$ cat src/rtl/instruction_fetch_stage.sv
// Instruction fetch stage: PC register, next-PC selection and IF/ID register.
// Optional fetch/stall performance counters are enabled by FETCH_PERF_CNT_EN.
module instruction_fetch_stage #(
    parameter logic [31:0] RESET_PC      = 32'h0000_0000,
    parameter int unsigned IMEM_INDEX_HI = 11,
    localparam int unsigned XLEN         = 32
) (
    input  logic            Clk,
    input  logic            Reset,
    output logic [XLEN-1:0] IMemAddress,
    input  logic [XLEN-1:0] IMemInstruction,
    input  logic            Stall,
    input  logic            Flush,
    input  logic            PCSrc,
    input  logic [XLEN-1:0] BranchTarget,
    input  logic            Jump,
    input  logic [XLEN-1:0] JumpTarget,
    output logic [XLEN-1:0] PC_IF,
    output logic [XLEN-1:0] Instruction_ID,
    output logic [XLEN-1:0] PCPlus4_ID,
    output logic            Valid_ID
`ifdef FETCH_PERF_CNT_EN
    ,
    output logic [XLEN-1:0] FetchCount,
    output logic [XLEN-1:0] StallCount
`endif
);

    logic [XLEN-1:0] pc_q, pc_d;
    logic [XLEN-1:0] instr_q, instr_d;
    logic [XLEN-1:0] pc_plus4_id_q, pc_plus4_id_d;
    logic            valid_q, valid_d;
    logic [XLEN-1:0] pc_plus4_c;
    logic            redirect_c;
    logic            squash_c;
    logic            capture_c;
`ifdef FETCH_PERF_CNT_EN
    logic [XLEN-1:0] fetch_count_q, fetch_count_d;
    logic [XLEN-1:0] stall_count_q, stall_count_d;
`endif

    // Next-PC selection and IF/ID update; redirects squash the wrong-path word
    always_comb begin
        redirect_c    = Jump | PCSrc;
        squash_c      = redirect_c | Flush;
        capture_c     = !squash_c && !Stall;
        pc_plus4_c    = pc_q + XLEN'(4);
        pc_d          = pc_q;
        instr_d       = instr_q;
        pc_plus4_id_d = pc_plus4_id_q;
        valid_d       = valid_q;

        if (Jump) begin
            pc_d = {JumpTarget[XLEN-1:2], 2'b00};
        end else if (PCSrc) begin
            pc_d = {BranchTarget[XLEN-1:2], 2'b00};
        end else if (!Stall) begin
            pc_d = pc_plus4_c;
        end

        if (squash_c) begin
            instr_d       = '0;
            pc_plus4_id_d = '0;
            valid_d       = 1'b0;
        end else if (capture_c) begin
            instr_d       = IMemInstruction;
            pc_plus4_id_d = pc_plus4_c;
            valid_d       = 1'b1;
        end
    end

`ifdef FETCH_PERF_CNT_EN
    // Count captured fetches and genuine (non-redirected) stall cycles
    always_comb begin
        fetch_count_d = fetch_count_q + (capture_c ? XLEN'(1) : XLEN'(0));
        stall_count_d = stall_count_q + ((Stall && !squash_c) ? XLEN'(1) : XLEN'(0));
    end
`endif

    // State registers with synchronous active-low reset
    always_ff @(posedge Clk) begin
        if (!Reset) begin
            pc_q          <= {RESET_PC[XLEN-1:2], 2'b00};
            instr_q       <= '0;
            pc_plus4_id_q <= '0;
            valid_q       <= 1'b0;
`ifdef FETCH_PERF_CNT_EN
            fetch_count_q <= '0;
            stall_count_q <= '0;
`endif
        end else begin
            pc_q          <= pc_d;
            instr_q       <= instr_d;
            pc_plus4_id_q <= pc_plus4_id_d;
            valid_q       <= valid_d;
`ifdef FETCH_PERF_CNT_EN
            fetch_count_q <= fetch_count_d;
            stall_count_q <= stall_count_d;
`endif
        end
    end

    // Parameter sanity: word-aligned reset PC and a usable memory index range
    a_params : assert property (@(posedge Clk)
        (RESET_PC[1:0] == 2'b00) && (IMEM_INDEX_HI >= 2) && (IMEM_INDEX_HI < XLEN));

    assign IMemAddress    = pc_q;
    assign PC_IF          = pc_q;
    assign Instruction_ID = instr_q;
    assign PCPlus4_ID     = pc_plus4_id_q;
    assign Valid_ID       = valid_q;
`ifdef FETCH_PERF_CNT_EN
    assign FetchCount     = fetch_count_q;
    assign StallCount     = stall_count_q;
`endif

endmodule

$ cat config.mk
export PLATFORM = sky130hd
export DESIGN_NAME = instruction_fetch_stage
export DESIGN_NICKNAME = d
export VERILOG_FILES = /design/src/rtl/instruction_fetch_stage.sv
export SDC_FILE = /design/constraint.sdc
export NUM_CORES = 1
export LEC_CHECK = 0
export ABC_CLOCK_PERIOD_IN_PS = 2400
export CAP_MARGIN = 5
export CORE_UTILIZATION = 30
export DETAILED_ROUTE_END_ITERATION = 8
export GPL_TIMING_DRIVEN = 0
export PLACE_DENSITY = 0.72
export SLEW_MARGIN = 20
export SYNTH_ARGS = -nofsm -noshare
export SYNTH_HDL_FRONTEND = slang
export SYNTH_SLANG_ARGS = --single-unit
$ cat constraint.sdc
create_clock -name Clk -period 2.4 [get_ports Clk]
set_input_delay 0.48 -clock Clk [delete_from_list [all_inputs] [get_ports Clk]]
set_output_delay 0.48 -clock Clk [all_outputs]
set_load 0.05 [all_outputs]
==> results of run 1 <==
## critical path, stage by stage, from the launching register on
cell	delay, ns
sky130_fd_sc_hd__dfxtp_1	0.55
sky130_fd_sc_hd__buf_4	0.18
sky130_fd_sc_hd__clkdlybuf4s50_1	0.79
## sequential cells by signal (all words and copies together) (netlist names)
| signal | count |
|---|---|
| IMemAddress | 30 |
| Instruction_ID | 32 |
| PCPlus4_ID | 30 |
| Valid_ID | 1 |
## synth_stat cells, types with 3 or more instances
library cell,instances,share of area
sky130_fd_sc_hd__a211oi_1,9,0.014
sky130_fd_sc_hd__a21oi_1,20,0.021
sky130_fd_sc_hd__a221oi_1,26,0.047
sky130_fd_sc_hd__a221oi_2,6,0.018
sky130_fd_sc_hd__a22o_1,4,0.0072
sky130_fd_sc_hd__a22oi_1,4,0.0062
sky130_fd_sc_hd__a31oi_1,4,0.0051
sky130_fd_sc_hd__and3_1,3,0.0039
sky130_fd_sc_hd__buf_1,5,0.0039
sky130_fd_sc_hd__buf_2,7,0.0072
sky130_fd_sc_hd__buf_4,36,0.055
sky130_fd_sc_hd__clkbuf_1,33,0.025
sky130_fd_sc_hd__dfxtp_1,93,0.38
sky130_fd_sc_hd__inv_1,39,0.030
sky130_fd_sc_hd__mux2i_1,8,0.016
sky130_fd_sc_hd__nand2_1,33,0.025
sky130_fd_sc_hd__nand2b_1,4,0.0051
sky130_fd_sc_hd__nand3_1,17,0.017
sky130_fd_sc_hd__nand4_1,12,0.015
sky130_fd_sc_hd__nor2_1,60,0.046
sky130_fd_sc_hd__nor2b_1,4,0.0051
sky130_fd_sc_hd__nor3_1,8,0.0082
sky130_fd_sc_hd__nor3b_1,6,0.0092
sky130_fd_sc_hd__nor4_1,5,0.0064
sky130_fd_sc_hd__o211a_1,5,0.010
sky130_fd_sc_hd__o211ai_1,5,0.0077
sky130_fd_sc_hd__o21ai_0,22,0.023
sky130_fd_sc_hd__o221ai_1,4,0.0072
sky130_fd_sc_hd__o22ai_1,34,0.044
sky130_fd_sc_hd__or3_1,4,0.0051
sky130_fd_sc_hd__xnor2_1,11,0.020
sky130_fd_sc_hd__xor2_1,22,0.040
## power by group through the flow
stage / Combinational (mW) / Clock, mW / Sequential, mW
after CTS: 1.10 / 1.71 / 1.68
final: 1.10 / 1.68 / 1.68
after floorplan: 0.478 / 0 / 1.88
after global placement: 1.08 / 0 / 1.71
after detailed placement: 1.09 / 0 / 1.71
after global routing: 1.16 / 1.77 / 1.69
## repair_timing
item,4_1_cts,5_1_grt
endpoints found under the setup margin,70,34
gates resized for setup,12,12
pin swaps,0,1
buffers inserted,0,0
## path summary, 6_finish.rpt
kind,start,to,slack [ns]
max,IMemAddress[8]$_SDFFE_PN0P_,PC_IF[8],0.04
min,Valid_ID$_SDFFE_PP0P_,Valid_ID$_SDFFE_PP0P_,0.45
max reg2reg,IMemAddress[5]$_SDFFE_PN0P_,PCPlus4_ID[17]$_SDFFE_PP0P_,0.14
min reg2reg,Valid_ID$_SDFFE_PP0P_,Valid_ID$_SDFFE_PP0P_,0.45
## final cells by class
| type | count | area share |
|---|---|---|
| antenna | 1 | 0.0003230 |
| timing repair buffer | 219 | 0.2829 |
| tap | 216 | 0.03488 |
| sequential | 93 | 0.2403 |
| clock buffer | 9 | 0.02907 |
| buffer | 80 | 0.05927 |
| inverter | 40 | 0.01954 |
| clock inverter | 7 | 0.01550 |
| multi-input combinational | 375 | 0.3182 |
## through the flow
| stage | area [um^2] | std cells | util | power (mW) | worst slack [ns] |
|---|---|---|---|---|---|
| finish | 7747 | 1040 | 0.4877 | 4.462 | 0.04420 |
| global route | 7747 | 1040 | 0.4877 | 4.617 | -0.002722 |
| CTS | 7720 | 1039 | 0.4860 | 4.490 | 0.01787 |
| detailed placement | 7355 | 1025 | 0.4630 | 2.805 | -0.7376 |
| global placement | 7355 | 1025 | 0.4630 | 2.797 | -0.6507 |
| floorplan | 4892 | 590 | - | 2.354 | 0.1023 |
## routing by layer
layer | part of all wire | vias to the layer above | track usage
met3 | 0.098 | 44 | 0.06895
met2 | 0.48 | 296 | 0.3852
met4 | 0.030 | 0 | 0.1019
met1 | 0.39 | 2538 | 0.2681
li1 | - | 2534 | -
met5 | 0 | - | 0
## kinds of logic (layout without fill, tap and decap cells)
logic type | Yosys count | count (layout) | synth area share
flip-flops | 93 | 93 | 0.3820
AND/OR/NAND/NOR | 168 | 168 | 0.1759
AO/OA/AOI/OAI | 159 | 159 | 0.2393
other | 1 | 7 | 0.0007695
buffers and inverters | 122 | 355 | 0.1237
multiplexers | 8 | 8 | 0.01643
adder cells (fa/ha/maj) | 1 | 1 | 0.002567
XOR/XNOR | 33 | 33 | 0.05931
==> flow_metrics.tcl, run 1 <==
set metrics [dict create \
    tritoncts "yes" \
    hp-class "flip-flop to flip-flop" \
    clock-root-buffer "sky130_fd_sc_hd__clkbuf_16" \
    cell_pwr_density_nw_per_um2 576.0 \
    grt-ovfl-total 0 \
    post-route-drc-count 0 \
    type_of_element_capturing_the_critical_path "primary output" \
    num_io_pins 231 \
    mostFrequentLayoutCells "219 x sky130_fd_sc_hd__clkdlybuf4s50_1, 93 x sky130_fd_sc_hd__dfxtp_1, 58 x sky130_fd_sc_hd__nor2_1, 39 x sky130_fd_sc_hd__inv_1, 36 x sky130_fd_sc_hd__buf_4" \
    ys_types 57 \
    grt_antenna_before_repair 1 \
    area_growth_pct 58.97 \
    maxClockFrequency_mhz 424.5 \
    finalNetCount 921 \
    clk_pin_slew_worst_paths_ns 0.07 \
    power_switching_mw 1.379 \
    hold_ws_ns 0.4484 \
    core_um2 15890 \
    layout.cells.most_common "sky130_fd_sc_hd__clkdlybuf4s50_1" \
    i_o_buffers 219 \
    dp_hpwl_mm 14.30 \
    timing.final.setup_violations 0 \
    layout.area.seq_um2 1862 \
    yosysWarningCount 0 \
    dieWidth_um 129.5 \
    n_fill_cell 1567 \
    report.final.slew_viol_count 0 \
    grt_pass1_wl_mm 28.57 \
    die_height_um 129.5 \
    drt_wl_total_mm 19.05 \
    syn_area_um2 4873 \
    clockBufferDepth 2 \
    hold-path-cell-count 2 \
    wl_per_cell_um 18.31 \
    internal_power_mw 3.083 \
    setup-tns-final_ns 0 \
    first_pass_iters 7 \
    gpl.final_weighted_congestion 0.8954 \
    final_layout_size_suffix_gt1_frac 0.1106 \
    timing_hold_violations_final 0 \
    drt-vias-per-instance 5.204 \
    detailroute.via_count 5412 \
    sequentialPowerShare 0.376 \
    cts.htree.levels 3 \
    worst_slew_margin_rel 0.5287 \
    synth_sequential_area_ratio 0.3820 \
    row_count 46 \
    grt_max_degree 17 \
    power_frac_clock 0.376 \
    critPathArrivalTime_ns 1.88 \
    total_leakage_power_nw 2.881 \
    initial_utilization 0.3068 \
    synth.ff_latch_count 93 \
    reg2regPathDepth 5 \
    drv.max_cap_violation_count 0 \
    synth.avg_cell_area_um2 8.331 \
    worstSkewPairLatency_ns 0.36 \
    dr.first_iter.drc_count 450 \
    kind_of_critical_path "flip-flop to primary output" \
    fin_skew_ns 0.004599 \
    run_status "complete, no violations" \
    fin_crit_sh 0.9816 \
    clock-sinks 93 \
    syn-instance-count 585 \
    worst_slew_pin_slew_ns 0.7069 \
    ant_nets 0 \
    first_global_vias 5175 \
    area_occupied_by_multi_input_gates_um2 2465 \
    cts_made_buffers 9 \
    cts.hold.buffers_added 0 \
    ys_async_sr_fraction 0 \
    die_area_um2 16760 \
    power.share.switching 0.3091 \
    fin_crit_ns 2.356 \
    vdd.ir_drop.worst_mv 0.4940 \
    synth-edff-count 0 \
    grt_use_total 0.2288 \
    cp_max_fo 7 \
    worst_ep_required_time_ns 1.92 \
    synth_flop_cell "sky130_fd_sc_hd__dfxtp_1" \
    combinationalPowerShare 0.247 \
    cp-start-kind "flip-flop" \
]
Note: power is estimated with default switching activity, not from simulation.
==> run 2, diff against run 1 <==
--- a/config.mk
+++ b/config.mk
@@ -7,6 +7,7 @@
 export LEC_CHECK = 0
 export ABC_CLOCK_PERIOD_IN_PS = 2400
 export CAP_MARGIN = 5
+export CORE_MARGIN = 8
 export CORE_UTILIZATION = 30
 export DETAILED_ROUTE_END_ITERATION = 8
 export GPL_TIMING_DRIVEN = 0
==> run 2 against run 1 <==
- power is 4.5% lower
- critical path depth unchanged
- count of clock-buffer cells in the layout grew 2
- critical path type unchanged
- design area decreased by 0.63%
- utilization shrank 0.31 points
- largest power group unchanged
==> flow_metrics.tcl, run 2 (synthesis gave the netlist of run 1 again) <==
set metrics [dict create \
    num_io_pins 231 \
    first_global_vias 5382 \
    clock-sinks 93 \
    internal_power_mw 2.915 \
    cts.hold.buffers_added 0 \
    setup-tns-final_ns 0 \
    die_height_um 143.5 \
    fin_skew_ns 0.009142 \
    dr.first_iter.drc_count 364 \
    cts_made_buffers 9 \
    critPathArrivalTime_ns 1.88 \
    clockBufferDepth 2 \
    row_count 46 \
    maxClockFrequency_mhz 424.2 \
    drv.max_cap_violation_count 0 \
    wl_per_cell_um 19.71 \
    die_area_um2 20580 \
    layout.cells.most_common "sky130_fd_sc_hd__clkdlybuf4s50_1" \
    combinationalPowerShare 0.260 \
    timing_hold_violations_final 0 \
    worst_ep_required_time_ns 1.92 \
    grt_antenna_before_repair 2 \
    finalNetCount 922 \
    fin_crit_sh 0.9822 \
    kind_of_critical_path "flip-flop to primary output" \
    tritoncts "yes" \
    initial_utilization 0.3068 \
    hold_ws_ns 0.4587 \
    detailroute.via_count 5399 \
    grt_max_degree 15 \
    postPlaceCellArea_um2 7355 \
    clock-root-buffer "sky130_fd_sc_hd__clkbuf_16" \
    grt_pass1_wl_mm 30.48 \
    ant_nets 0 \
    drt-vias-per-instance 5.191 \
    gpl.final_weighted_congestion 0.8752 \
    mostFrequentLayoutCells "218 x sky130_fd_sc_hd__clkdlybuf4s50_1, 93 x sky130_fd_sc_hd__dfxtp_1, 58 x sky130_fd_sc_hd__nor2_1, 39 x sky130_fd_sc_hd__inv_1, 38 x sky130_fd_sc_hd__buf_4" \
    type_of_element_capturing_the_critical_path "primary output" \
    clk_pin_slew_worst_paths_ns 0.07 \
    largest_reg_flops 32 \
    worst_slew_margin_rel 0.5013 \
    sequentialPowerShare 0.394 \
    first_pass_iters 7 \
    cell_pwr_density_nw_per_um2 553.7 \
    i_o_buffers 219 \
    cp-start-kind "flip-flop" \
    final_layout_size_suffix_gt1_frac 0.1119 \
    timing.final.setup_violations 0 \
    power_switching_mw 1.348 \
    report.final.slew_viol_count 0 \
    grt_setup_unrepaired "false" \
    power.share.switching 0.3163 \
    worstSkewPairLatency_ns 0.35 \
    hp-class "flip-flop to flip-flop" \
    n_fill_cell 1605 \
    vdd.ir_drop.worst_mv 0.4535 \
    worst_slew_pin_slew_ns 0.7480 \
    post-route-drc-count 0 \
    cp_max_fo 6 \
    final_core_util 0.4846 \
    total_leakage_power_nw 2.851 \
    postLayoutCellArea_um2 7699 \
    run_status "complete, no violations" \
    grt_use_total 0.1950 \
    drt_wl_total_mm 20.50 \
    core_um2 15890 \
    p_total_mw 4.263 \
    power_frac_clock 0.347 \
    cts.htree.levels 3 \
    dp_hpwl_mm 15.72 \
    fin_crit_ns 2.357 \
    grt-ovfl-total 0 \
    area_growth_pct 57.97 \
    dieWidth_um 143.5 \
]
[run 2: metrics by stage]
stage          cells  setup WS (ns)
2_1_floorplan    590         0.1023
3_3_place_gp    1025        -0.7092
3_5_place_dp    1025        -0.7256
4_1_cts         1037        0.02743
5_1_grt         1039       0.005302
6_report        1040        0.04261
[run 2: worst max-delay path: stages (launching register included)]
cell and delay, ns:
sky130_fd_sc_hd__dfxtp_1 0.55, sky130_fd_sc_hd__buf_4 0.18, sky130_fd_sc_hd__clkdlybuf4s50_1 0.79
[run 2: area by class of cell]
class	count	area (um^2)	share of cell area
clock inverter	3	46.29	0.006013
sequential	93	1862	0.2418
multi-input combinational	375	2451	0.3184
inverter	40	151.4	0.01967
buffer	80	462.9	0.06013
clock buffer	11	252.7	0.03283
timing repair buffer	220	2197	0.2854
antenna	2	5.005	0.0006501
tap	216	270.3	0.03510
[run 2: repair_timing]
item | CTS | global route
setup endpoints to repair | 68 | 46
setup buffers | 0 | 1
pin swaps | 0 | 1
gates resized for setup | 14 | 12
[run 2: worst paths after layout]
path	start	endpoint	slack [ns]	cells past startpoint
worst max register to register	IMemAddress[5]$_SDFFE_PN0P_	PCPlus4_ID[17]$_SDFFE_PP0P_	0.11	5
worst min-delay path	Valid_ID$_SDFFE_PP0P_	Valid_ID$_SDFFE_PP0P_	0.46	2
worst min register to register	Valid_ID$_SDFFE_PP0P_	Valid_ID$_SDFFE_PP0P_	0.46	2
worst max-delay path	IMemAddress[9]$_SDFFE_PN0P_	PC_IF[9]	0.04	2
[run 2: layer usage]
metal	track usage	routed length, um	vias up
met5	0	12	-
met4	0.07471	578	2
met3	0.09058	2606	40
met2	0.3176	9467	304
met1	0.2176	7832	2507
li1	-	-	2546
[run 2: power groups by stage]
stage	clock [mW]	sequential, mW	combinational [mW]
after global routing	1.58	1.69	1.16
after global placement	0	1.71	1.09
after detailed placement	0	1.71	1.10
after floorplan	0	1.88	0.478
final	1.48	1.68	1.11
after CTS	1.51	1.68	1.10
==> run 3, diff against run 2 <==
--- a/config.mk
+++ b/config.mk
@@ -12,6 +12,7 @@
 export DETAILED_ROUTE_END_ITERATION = 8
 export GPL_TIMING_DRIVEN = 0
 export PLACE_DENSITY = 0.72
+export REMOVE_ABC_BUFFERS = 1
 export SLEW_MARGIN = 20
 export SYNTH_ARGS = -nofsm -noshare
 export SYNTH_HDL_FRONTEND = slang
==> run 3 against run 2 <==
- clock power about the same
- design area down 4.3%
- cell count down 6.8%
- largest power group unchanged
- critical path depth down 1
- combinational power down 8%
==> flow_metrics.tcl, run 3 (synthesis gave the netlist of run 1 again) <==
set metrics [dict create \
    dr.first_iter.drc_count 316 \
    cp_slowest_stage_delay_ns 0.90 \
    worst_hold_startpoint "Valid_ID$_SDFFE_PP0P_" \
    power.share.switching 0.3220 \
    fin_crit_ns 2.331 \
    worstSkewPairLatency_ns 0.35 \
    num_io_pins 231 \
    hold_ws_ns 0.4482 \
    layout.cells.most_common "sky130_fd_sc_hd__clkdlybuf4s50_1" \
    dp_hpwl_mm 13.23 \
    drv.max_cap_violation_count 0 \
    hp-class "flip-flop to flip-flop" \
    layout.area.seq_um2 1862 \
    power_frac_clock 0.350 \
    gr-usage-met2 0.2852 \
    internal_power_mw 2.822 \
    first_global_vias 4893 \
    cts_made_buffers 9 \
    r2r-start "IMemAddress[6]$_SDFFE_PN0P_" \
    cts.hold.buffers_added 0 \
    clockBufferDepth 2 \
    kind_of_critical_path "flip-flop to primary output" \
    area_growth_pct 51.19 \
    drt_wl_total_mm 18.90 \
    core_um2 15890 \
    reg2reg_slack_ns 0.21 \
    type_of_element_capturing_the_critical_path "primary output" \
    slowest_stage "sky130_fd_sc_hd__clkdlybuf4s50_1" \
    post-route-drc-count 0 \
    grt_pass1_wl_mm 28.08 \
    global_route.peak_usage_layer "met2" \
    vdd.ir_drop.worst_mv 0.2973 \
    ant_nets 0 \
    cp.buffers_inverters 1 \
    n_fill_cell 1607 \
    largest_reg_flops 32 \
    drt-vias-per-instance 5.138 \
    timing.final.setup_violations 0 \
    grt_use_total 0.1770 \
    clk_pin_slew_worst_paths_ns 0.07 \
    power_switching_mw 1.340 \
    initial_utilization 0.3068 \
    cell_pwr_density_nw_per_um2 564.8 \
    critPathArrivalTime_ns 1.85 \
    timing_hold_violations_final 0 \
    total_leakage_power_nw 2.627 \
    timing.rr.end "PCPlus4_ID[21]$_SDFFE_PP0P_" \
    area_occupied_by_multi_input_gates_um2 2497 \
    grt_max_degree 64 \
    mostFrequentLayoutCells "216 x sky130_fd_sc_hd__clkdlybuf4s50_1, 93 x sky130_fd_sc_hd__dfxtp_1, 56 x sky130_fd_sc_hd__nor2_1, 39 x sky130_fd_sc_hd__inv_1, 34 x sky130_fd_sc_hd__o22ai_1" \
    setup-tns-final_ns 0 \
    die_height_um 143.5 \
    critical_path.top_delay_family "buffers and inverters" \
    timing.hold.worst_endpoint "Valid_ID$_SDFFE_PP0P_" \
    clock-sinks 93 \
    reg2regPathDepth 5 \
    sequentialPowerShare 0.405 \
    final_layout_size_suffix_gt1_frac 0.06906 \
    worst_ep_required_time_ns 1.92 \
    maxClockFrequency_mhz 429.0 \
    cp-start-kind "flip-flop" \
    worst_slew_margin_rel 0.3449 \
    path_cells "clkdlybuf4s50_1" \
    clock-root-buffer "sky130_fd_sc_hd__clkbuf_16" \
    met3_usage 0.04313 \
    dieWidth_um 143.5 \
    met1_track_usage_gr 0.2254 \
    die_area_um2 20580 \
    gpl.final_weighted_congestion 0.7500 \
    grt-ovfl-total 0 \
    fin_crit_sh 0.9712 \
    first_pass_iters 4 \
    grt_antenna_before_repair 0 \
    wl_per_cell_um 19.50 \
    worst_slew_pin_slew_ns 0.9806 \
    cp_max_fo 9 \
    row_count 46 \
    combinationalPowerShare 0.245 \
    report.final.slew_viol_count 0 \
    number_of_diodes_added_for_antenna_fixing 0 \
    finalNetCount 851 \
    cts.htree.levels 3 \
    hold-path-cell-count 2 \
    grt_setup_unrepaired "false" \
    fin_skew_ns 0.01029 \
    run_status "complete, no violations" \
    tritoncts "yes" \
    i_o_buffers 220 \
    detailroute.via_count 4979 \
]
run 3: cell count changes in the layout (fill, tap and decap cells not counted), moves of 4 or more:
cell | previous run | this run
sky130_fd_sc_hd__buf_4 | 38 | 5
sky130_fd_sc_hd__clkbuf_1 | 20 | 2
sky130_fd_sc_hd__clkbuf_2 | 11 | 0
sky130_fd_sc_hd__buf_1 | 4 | 0
sky130_fd_sc_hd__buf_2 | 8 | 4
run 3: cell type report:
class                   instances  area share
repair buffers                228      0.3114
inverters                      40     0.02055
well taps                     216     0.03668
clock inverters                 5    0.008151
clock buffers                  11     0.03158
flip-flops and latches         93      0.2527
multi-input cells             376      0.3389
run 3: per-stage QoR:
stage | instances | power, mW | instance area, um^2 | utilization | setup WS, ns
2_1_floorplan | 508 | 2.255 | 4439 | - | -0.6103
3_3_place_gp | 944 | 2.716 | 6912 | 0.4351 | -4.173
3_5_place_dp | 950 | 2.733 | 7002 | 0.4408 | -0.4547
4_1_cts | 966 | 4.204 | 7305 | 0.4598 | -0.1482
5_1_grt | 969 | 4.332 | 7368 | 0.4638 | 0.001630
6_report | 969 | 4.162 | 7368 | 0.4638 | 0.06921
run 3: how the worst max path moves through the flow:
stage,from,end,slack (ns),depth (start not counted)
after floorplan,PCSrc,PCPlus4_ID[10]$_SDFFE_PP0P_,-0.61,3
after global placement,Jump,PCPlus4_ID[8]$_SDFFE_PP0P_,-4.17,4
after detailed placement,PCSrc,Instruction_ID[7]$_SDFFE_PP0P_,-0.45,5
after CTS,IMemAddress[2]$_SDFFE_PN0P_,PCPlus4_ID[16]$_SDFFE_PP0P_,-0.15,6
after global routing,IMemAddress[10]$_SDFFE_PN0P_,PCPlus4_ID[31]$_SDFFE_PP0P_,0.002,5
final,IMemAddress[10]$_SDFFE_PN0P_,IMemAddress[10],0.07,1
run 3: layer usage:
metal	wire, um	up-vias	part of all wire
li1	-	2400	-
met4	335	0	0.018
met5	0	-	0
met2	8748	178	0.46
met1	8473	2379	0.45
met3	1343	22	0.071
run 3: what timing repair did:
item,CTS,global route
resized for setup,3,9
pin swaps,1,3
setup buffers,0,2
endpoints found under the hold margin,0,0
cloned,0,1
setup endpoints to repair,69,67
run 3: power by group through the flow:
stage / logic [mW] / clock network [mW] / registers (mW)
floorplan: 0.241 / 0 / 2.01
CTS: 1.02 / 1.50 / 1.68
detailed placement: 1.01 / 0 / 1.72
finish: 1.02 / 1.46 / 1.69
global placement: 0.998 / 0 / 1.72
global route: 1.08 / 1.56 / 1.70
